===== src/rtl/frame_rate_meter.sv =====
// frame_rate_meter: counts FRAME_VALID rising edges per CLK_FREQ_HZ-cycle window and publishes them as packed BCD
//   clk, reset_n (async active-low), enable (0 holds window/count at zero), frame_valid (async camera input)
//   bcd_out (last window count, digit0 = [3:0]), rate_valid (1-cycle update strobe),
//   overflow (last window saturated), window_cnt (completed windows, wraps)
module frame_rate_meter #(
  parameter int CLK_FREQ_HZ = 50_000_000,
  parameter int N_DIGITS    = 4,
  parameter int SYNC_STAGES = 2
) (
  input  logic                  clk,
  input  logic                  reset_n,
  input  logic                  enable,
  input  logic                  frame_valid,
  output logic [4*N_DIGITS-1:0] bcd_out,
  output logic                  rate_valid,
  output logic                  overflow,
  output logic [15:0]           window_cnt
);
  localparam int PW = $clog2(CLK_FREQ_HZ);
  localparam int BW = 4 * N_DIGITS;
  logic [SYNC_STAGES-1:0] sync_q;
  logic                   fv_d_q;
  logic [PW-1:0]          presc_q, presc_d;
  logic [BW-1:0]          acc_q, acc_d, acc_inc, bcd_q;
  logic                   sat_q, sat_d, rv_q, ov_q, carry, frame_start, tick;
  logic [15:0]            wcnt_q;
  assign frame_start = sync_q[SYNC_STAGES-1] & ~fv_d_q;
  assign tick        = enable && presc_q == PW'(CLK_FREQ_HZ - 1);
  assign bcd_out     = bcd_q;
  assign rate_valid  = rv_q;
  assign overflow    = ov_q;
  assign window_cnt  = wcnt_q;
  // Decimal ripple increment; carry out of the top digit means acc is all nines.
  always_comb begin
    acc_inc = acc_q;
    carry   = 1'b1;
    for (int i = 0; i < N_DIGITS; i++) begin
      if (carry) begin
        if (acc_q[4*i+:4] == 4'd9) acc_inc[4*i+:4] = 4'd0;
        else begin
          acc_inc[4*i+:4] = acc_q[4*i+:4] + 4'd1;
          carry           = 1'b0;
        end
      end
    end
  end
  // An edge landing on the tick cycle opens the new window with a count of one.
  always_comb begin
    presc_d = '0;
    acc_d   = '0;
    sat_d   = 1'b0;
    if (enable) begin
      presc_d = tick ? '0 : presc_q + PW'(1);
      acc_d   = tick ? BW'(frame_start) : (frame_start && !carry) ? acc_inc : acc_q;
      sat_d   = !tick && (sat_q || (frame_start && carry));
    end
  end
  always_ff @(posedge clk or negedge reset_n) begin
    if (!reset_n) begin
      sync_q  <= '0;
      fv_d_q  <= 1'b0;
      presc_q <= '0;
      acc_q   <= '0;
      sat_q   <= 1'b0;
      rv_q    <= 1'b0;
      ov_q    <= 1'b0;
      bcd_q   <= '0;
      wcnt_q  <= '0;
    end else begin
      sync_q  <= {sync_q[SYNC_STAGES-2:0], frame_valid};
      fv_d_q  <= sync_q[SYNC_STAGES-1];
      presc_q <= presc_d;
      acc_q   <= acc_d;
      sat_q   <= sat_d;
      rv_q    <= tick;
      if (tick) begin
        bcd_q  <= acc_q;
        ov_q   <= sat_q;
        wcnt_q <= wcnt_q + 16'd1;
      end
    end
  end
endmodule


===== config.mk =====
export PLATFORM = sky130hd
export DESIGN_NAME = frame_rate_meter
export DESIGN_NICKNAME = d
export VERILOG_FILES = /design/src/rtl/frame_rate_meter.sv
export SDC_FILE = /design/constraint.sdc
export NUM_CORES = 1
export LEC_CHECK = 0
export ABC_AREA = 1
export BUFFER_PORTS_ARGS = -buffer_cell sky130_fd_sc_hd__buf_2
export CAP_MARGIN = 10
export CORE_ASPECT_RATIO = 0.6
export CORE_MARGIN = 4
export CORE_UTILIZATION = 35
export DETAILED_ROUTE_END_ITERATION = 10
export GPL_TIMING_DRIVEN = 0
export PLACE_DENSITY = 0.62
export SYNTH_ARGS = -nofsm -noshare
export SYNTH_HDL_FRONTEND = slang
export SYNTH_SLANG_ARGS = --single-unit

===== constraint.sdc =====
create_clock -name clk -period 2.1 [get_ports clk]
set_input_delay 0.315 -clock clk [delete_from_list [all_inputs] [get_ports clk]]
set_output_delay 0.315 -clock clk [all_outputs]
set_load 0.05 [all_outputs]

-- Word level (Yosys, flattened, before mapping)
Cells that the tools add are included.
- bits in registers: 80
- bits in latches: 0
- bits in writable memories: 0
- ROM bits: 0
- bits of input ports: 4
- output and inout port bits: 34
- memories: 0
- add/sub/neg operators: 6
- multipliers: 0
- divide/modulo/power cells: 0
- magnitude comparators: 0
- equality and inequality tests: 9
- shifts and indexed selects: 0
- multiplexer cells: 20
- bitwise gates (word level): 2
- reduce and logical (&&, ||, !) cells: 10
- operators by type and width (operator ; count):
    26-bit 2-to-1 mux ; 2
    16-bit 2-to-1 mux ; 3
    4-bit 2-to-1 mux ; 7
    26-bit by 1-bit adder with 26-bit output (second input constant) ; 1
    26-bit == test (second input constant) ; 1
    16-bit by 1-bit adder with 16-bit output (second input constant) ; 1
    4-bit by 1-bit adder with 4-bit output (second input constant) ; 4
    4-bit == test (second input constant) ; 4
    3-bit by 1-bit != test with 1-bit output (second input constant) ; 4
    1-bit 2-to-1 mux ; 8
    2-bit AND reduction ; 3
    1-bit logical AND ; 4
    1-bit logical NOT ; 2
    1-bit bitwise AND ; 1
    1-bit logical OR ; 1
    1-bit NOT ; 1

-- Depth between registers and ports, before layout
Gate-level depths: netlist of run 1.
- word-level depth: 10
- depth in mapped cells: 10
- mapped depth without buffers: 10

-- Worst setup path after synthesis of run 1
No wires, ideal clock.
- path kind: reg2reg
- start: register wcnt_q[0] (netlist: window_cnt[0])
- end: register wcnt_q[12] (netlist: window_cnt[12])
- setup time: 118 ps
- arrival time: 1478 ps
- data required time: 1982 ps
- setup slack: 504 ps
- stages on the path, launching flop included: 8
- path buffers: 0
- clock period less this slack: 1596 ps
- cell sequence: dfrtp_1 > ha_1 > inv_1 > nor2_1 > nand3_1 > xor2_1 > nand2_1 > nand2_1
- cells in the longest elaborated chain, start to end: 1
- RTL lines (element ; RTL line ; source):
    from (decl) ; 26 ; logic [15:0] wcnt_q;
    from (signal assigned) ; 79 ; wcnt_q <= wcnt_q + 16'd1;
    16-bit by 1-bit adder with 16-bit output ; 79 ;
Every way passes these cells.
A chain may end at the register's enable or synchronous reset.

-- Worst setup path after layout of run 1
- start: register acc_q[5]
- end: register acc_q[12]
- cells in the longest elaborated chain, start to end: 9
- elaborated cells on any way between the ends: 10
- RTL lines (element ; RTL line ; source):
    from (decl) ; 24 ; logic [BW-1:0] acc_q, acc_d, acc_inc, bcd_q;
    from (signal assigned) ; 63 ; acc_q <= '0;
    from (signal assigned) ; 73 ; acc_q <= acc_d;
    4-bit == test (*) ; 39 ; if (acc_q[4*i+:4] == 4'd9) acc_inc[4*i+:4] = 4'd0;
    1-bit 2-to-1 mux (*) ; 39 ;
    1-bit 2-to-1 mux (*) (2 in a row) ; 38 ; if (carry) begin
    1-bit 2-to-1 mux ; 38 ;
    1-bit logical NOT ; 54 ; acc_d = tick ? BW'(frame_start) : (frame_start && !carry) ? acc_inc : acc_q;
    1-bit logical AND ; 54 ;
    3-bit by 1-bit != test with 1-bit output (no line) ; -- ;
    2-bit AND reduction (no line) (*) ; -- ;
Mark *: on every way between the ends. The rest lies on a longest branch, timed or not.

==> results.yml, run 1 <==
final_layout:
  num_antenna_cells: 0
  fin_area_um2: 5040
  layout-drive-gt1-share_pct: 13.0
  final_common_cell: "nand2_1"
  final_cell_mix: "nand2_1, dfrtp_1, nor2_1, inv_1, nand3_1"
  final_cells: 766
  area_growth_pct: 18.8
  nets: 615
timing:
  slew_violations: 0
  min_period_ps: 1950
  fmax_mhz: 514
  fin_setup_tns_ps: 0
  finalClockSkew_ps: 6.11
  hold_viol: 0
  rsz0062_at_grt: "no"
  finalSetupViolCount: 0
  post-route-period-util_pct: 92.7
  tightest_slew_ps: 604
  slew_headroom_pct: 59.6
clock_network:
  clk_path_buf_depth: 2
  htree_levels: 3
  cts_tree: "yes"
  clock_latency_ps: 340
  cts.sinks: 80
  numCtsBuffers: 9
  cts-root-buf: "clkbuf_16"
  clkSlewWorstSetupHoldPaths_ps: 60
  post_cts_buffers: 0
critical_path:
  crit_type: "flop to flop"
  reg2reg_from: "acc_q[5]"
  reg2reg_slack_ps: 150
  crit_fanout: 5
  end_kind: "flop"
  arrival_ps: 2210
  required_ps: 2360
  start_kind: "flop"
  startpoint: "acc_q[5]"
route:
  ant_nets: 0
  vias_per_cell: 4.81
  wl_per_cell_um: 13.8
  drc: 0
  drt_first_pass_iters: 5
  vias: 3685
  routed_wl_um: 10500
  drtIter0Drc: 297
grt:
  grt_overflow: 0
  grt_use_total_pct: 15.8
  grt_pass1_wl_um: 17500
  antenna_found_initial: 0
  grt_pass1_vias: 3425
  grt_max_degree: 49
pwr:
  cellPowerDensity_nw_per_um2: 715
  leakagePower_nw: 2.48
  ir_drop_mv: 0.362
floorplan:
  die_y_um: 93.3
  core_um2: 11600
  io_pins: 38
  dieArea_um2: 14000
  rows: 30
  die_w_um: 150
  initial_core_util_pct: 36.7
placed_design:
  hpwl_um: 7900
  gp_congestion: 0.900
  postPlaceCellArea_um2: 4660
  port_buffers: 37
  post-place-cells: 749
min_path:
  worstHoldStart: "frame_valid"
  min_path_type: "input pin to flop"
outcome:
  outcome: "finished, final reports clean"
yosys:
  syn_avg_cell_area_um2: 7.70
  synth-seq-cells: 80
  synth_cell_type_count: 28
  synth_area_leaders: "dfrtp_1, nand2_1, nor2_1, nand3_1, inv_1"
  ys_seq_area_share_pct: 47.2
  synthCells: 551
  ys_warn_count: 0
  syn_area_um2: 4240
  syn_nets: 565
  synth_area_leader_cell: "dfrtp_1"
  yosysTopAreaCellShare_pct: 47.2
flow_run:
  maxCapViolations: 0
==> timing repair <==
item | 4_1_cts | 5_1_grt
hold endpoints to repair | 32 | 0
endpoints found under the setup margin | 0 | 10
hold buffers | 1 | 0
gates resized for setup | 0 | 2
==> worst paths after layout <==
path / to / cells past startpoint
worst min-delay path: sync_q[0] / 1
worst min register to register: sync_q[1] / 0
worst max-delay path: acc_q[12] / 8
worst max register to register: acc_q[12] / 8
max in group asynchronous: window_cnt[2] / 3
min in group asynchronous: presc_q[13] / 2
==> synthesized netlist by cell type (all sizes together) <==
master    n
nor3b     3
nand4    11
nor4      1
o211a     1
clkbuf    1
nand3    49
ha       10
dfrtp    80
clkinv    1
nor3     17
xnor2     6
inv      64
a211oi    1
xor2     15
buf       7
nand2   162
nor2     81
a21oi    12
o21ai    29
==> flip-flops by register name (all words and copies together), names as in the netlist <==
signal and count:
bcd_out 16, rate_valid 1, sat_q 1, overflow 1, presc_q 26, sync_q 2, acc_q 16, fv_d_q 1
window_cnt 16
==> cells by family (layout without fill, tap and decap cells) <==
group / after synthesis / count (layout) / synth area share (%)
xor gates and xnor gates: 21 / 21 / 4.34
adders and majority gates: 10 / 10 / 2.95
DFF: 80 / 80 / 47.2
AOI/OAI and AO/OA: 43 / 43 / 5.25
and+or+nand+nor: 324 / 324 / 33.3
buffers and inverters: 73 / 128 / 6.96
==> cell type report <==
class / count / area (um2)
plain buffers: 8 / 51.3
clock buffers: 9 / 225
clock inverters: 7 / 143
fillers: 1151 / 6520
inverters: 65 / 244
multi-input cells: 398 / 1950
flip-flops and latches: 80 / 2000
well taps: 160 / 200
repair buffers: 39 / 225
==> where the power goes <==
group / leakage (nW) / internal [mW] / total [mW] / switching, mW
logic: 1.21 / 0.0279 / 0.106 / 0.0779
registers: 1.09 / 1.55 / 1.56 / 0.0101
clock network: 0.180 / 1.29 / 1.93 / 0.648
==> per-layer routing <==
metal / global-route usage (%) / vias up / share of wire [%]
met4: 4.34 / 0 / 0.83
li1: - / 1858 / -
met3: 3.24 / 8 / 5.8
met2: 22.6 / 116 / 41
met5: 0 / - / 0
met1: 24.0 / 1703 / 52
==> metrics by stage <==
stage	power, mW	setup WS [ps]	utilization [%]	hold WS [ps]
after global placement	1.69	58.2	40.0	336
after CTS	3.64	179	43.5	80.6
after floorplan	1.64	504	-	19.4
after global routing	3.72	15.1	43.6	85.8
final	3.60	153	43.6	87.8
after detailed placement	1.70	208	40.3	304
==> critical path: stages (launching register included) <==
cell     delay (ps)
dfrtp_1         410
inv_1           170
ha_1            190
nand3_1         140
nor2_1          240
nand4_1         280
inv_1           210
nand3_1          80
o21ai_0         140
(Power assumes the default switching activity.)
==> run 2, diff against run 1 <==
Settings changed: CTS_BUF_LIST set to sky130_fd_sc_hd__clkbuf_8.
==> results.yml, run 2 (synthesis results as in run 1) <==
outcome:
  outcome: "finished, final reports clean"
pwr:
  ir_drop_mv: 0.443
  leakagePower_nw: 2.44
  cellPowerDensity_nw_per_um2: 644
  p_total_mw: 3.18
timing:
  post-route-period-util_pct: 93.9
  min_period_ps: 1970
  finalClockSkew_ps: 8.88
  fin_ws_ps: 128
  finalSetupViolCount: 0
  slew_violations: 0
  fin_setup_tns_ps: 0
  rsz0062_at_grt: "yes"
  tightest_slew_ps: 565
  fmax_mhz: 507
  hold_viol: 0
  slew_headroom_pct: 62.2
  holdWs_ps: 61.9
clock_network:
  clock_latency_ps: 360
  cts_tree: "yes"
  numCtsBuffers: 9
  clk_path_buf_depth: 2
  htree_levels: 3
  cts.sinks: 80
  post_cts_buffers: 0
  clkSlewWorstSetupHoldPaths_ps: 90
  cts-root-buf: "clkbuf_8"
final_layout:
  layout-drive-gt1-share_pct: 13.0
  num_antenna_cells: 0
  final_common_cell: "nand2_1"
  nets: 615
  final_cell_mix: "nand2_1, dfrtp_1, nor2_1, inv_1, nand3_1"
  fin_area_um2: 4940
  top_register: "presc_q"
  multi_input_area_um2: 1950
  fillCellCount: 1163
  utilization_pct: 42.7
  area_growth_pct: 16.4
  final_cells: 766
  regArea_um2: 2000
  largest_reg_flops: 26
critical_path:
  crit_family: "simple AND/OR/NAND/NOR gates"
  end_kind: "flop"
  start_kind: "flop"
  reg2reg_slack_ps: 130
  crit_fanout: 5
  required_ps: 2390
  arrival_ps: 2260
  cp.buffers_inverters: 2
  slowest_delay_ps: 430
  crit_chain: "inv_1, ha_1, nand3_1, nor2_1, nand4_1, inv_1, nand3_1, o21ai_0"
  cpMaxStageDelayCell: "dfrtp_1"
  crit_type: "flop to flop"
placed_design:
  hpwl_um: 7900
  post-place-cells: 749
  postPlaceCellArea_um2: 4660
  port_buffers: 37
  gp_congestion: 0.900
  detailedPlace.worstSlack_ps: 208
route:
  vias: 3673
  drtIter0Drc: 292
  drt_first_pass_iters: 5
  routed_wl_um: 10400
  ant_nets: 0
  vias_per_cell: 4.80
  wl_per_cell_um: 13.6
  drc: 0
grt:
  grt_pass1_wl_um: 17400
  top_usage_layer: "met1"
  gr-usage-met1_pct: 24.0
  grt_overflow: 0
  grt_pass1_vias: 3410
  grt_use_total_pct: 15.8
  antenna_found_initial: 0
  use_met3_pct: 4.02
  grt_util_met2_pct: 22.3
  grt_max_degree: 49
min_path:
  min_path_type: "input pin to flop"
floorplan:
  core_um2: 11600
  dieArea_um2: 14000
  io_pins: 38
  initial_core_util_pct: 36.7
  rows: 30
  die_y_um: 93.3
  die_w_um: 150
flow_run:
  maxCapViolations: 0
==> run 2: cell count changes in the layout (fill, tap and decap cells not counted) <==
cell       previous run  this run
clkbuf_16             9         0
clkbuf_8              0         9
==> run 2: area by class of cell <==
class	instances	area share, %
Clock buffer	9	2.51
Inverter	65	4.94
Sequential cell	80	40.5
Clock inverter	7	2.89
Multi-Input combinational cell	398	39.5
Buffer	8	1.04
Tap cell	160	4.05
Timing Repair Buffer	39	4.56
==> run 2: routing by layer <==
layer / up-vias / wire, um
met5: - / 0
met4: 0 / 85
met3: 7 / 645
met2: 107 / 4250
met1: 1705 / 5470
li1: 1854 / -
==> run 2: timing repair <==
action / CTS / global route
resized for setup: 0 / 2
hold buffers: 1 / 0
endpoints found under the setup margin: 0 / 10
endpoints found under the hold margin: 32 / 0
==> run 2: path summary, 6_finish.rpt <==
kind / endpoint / startpoint / cells after the start
setup / recovery: acc_q[12] / acc_q[5] / 8
hold / removal: sync_q[0] / frame_valid / 1
setup reg to reg: acc_q[12] / acc_q[5] / 8
hold reg to reg: sync_q[1] / sync_q[0] / 0
max in group asynchronous: acc_q[12] / reset_n / 3
min in group asynchronous: presc_q[15] / reset_n / 2
==> run 2: where the power goes <==
part           switching [mW]  total, mW  leakage, nW  internal [mW]
Combinational          0.0767      0.105         1.21         0.0278
Sequential            0.00980       1.56         1.09           1.55
Clock                   0.601       1.52        0.134          0.914
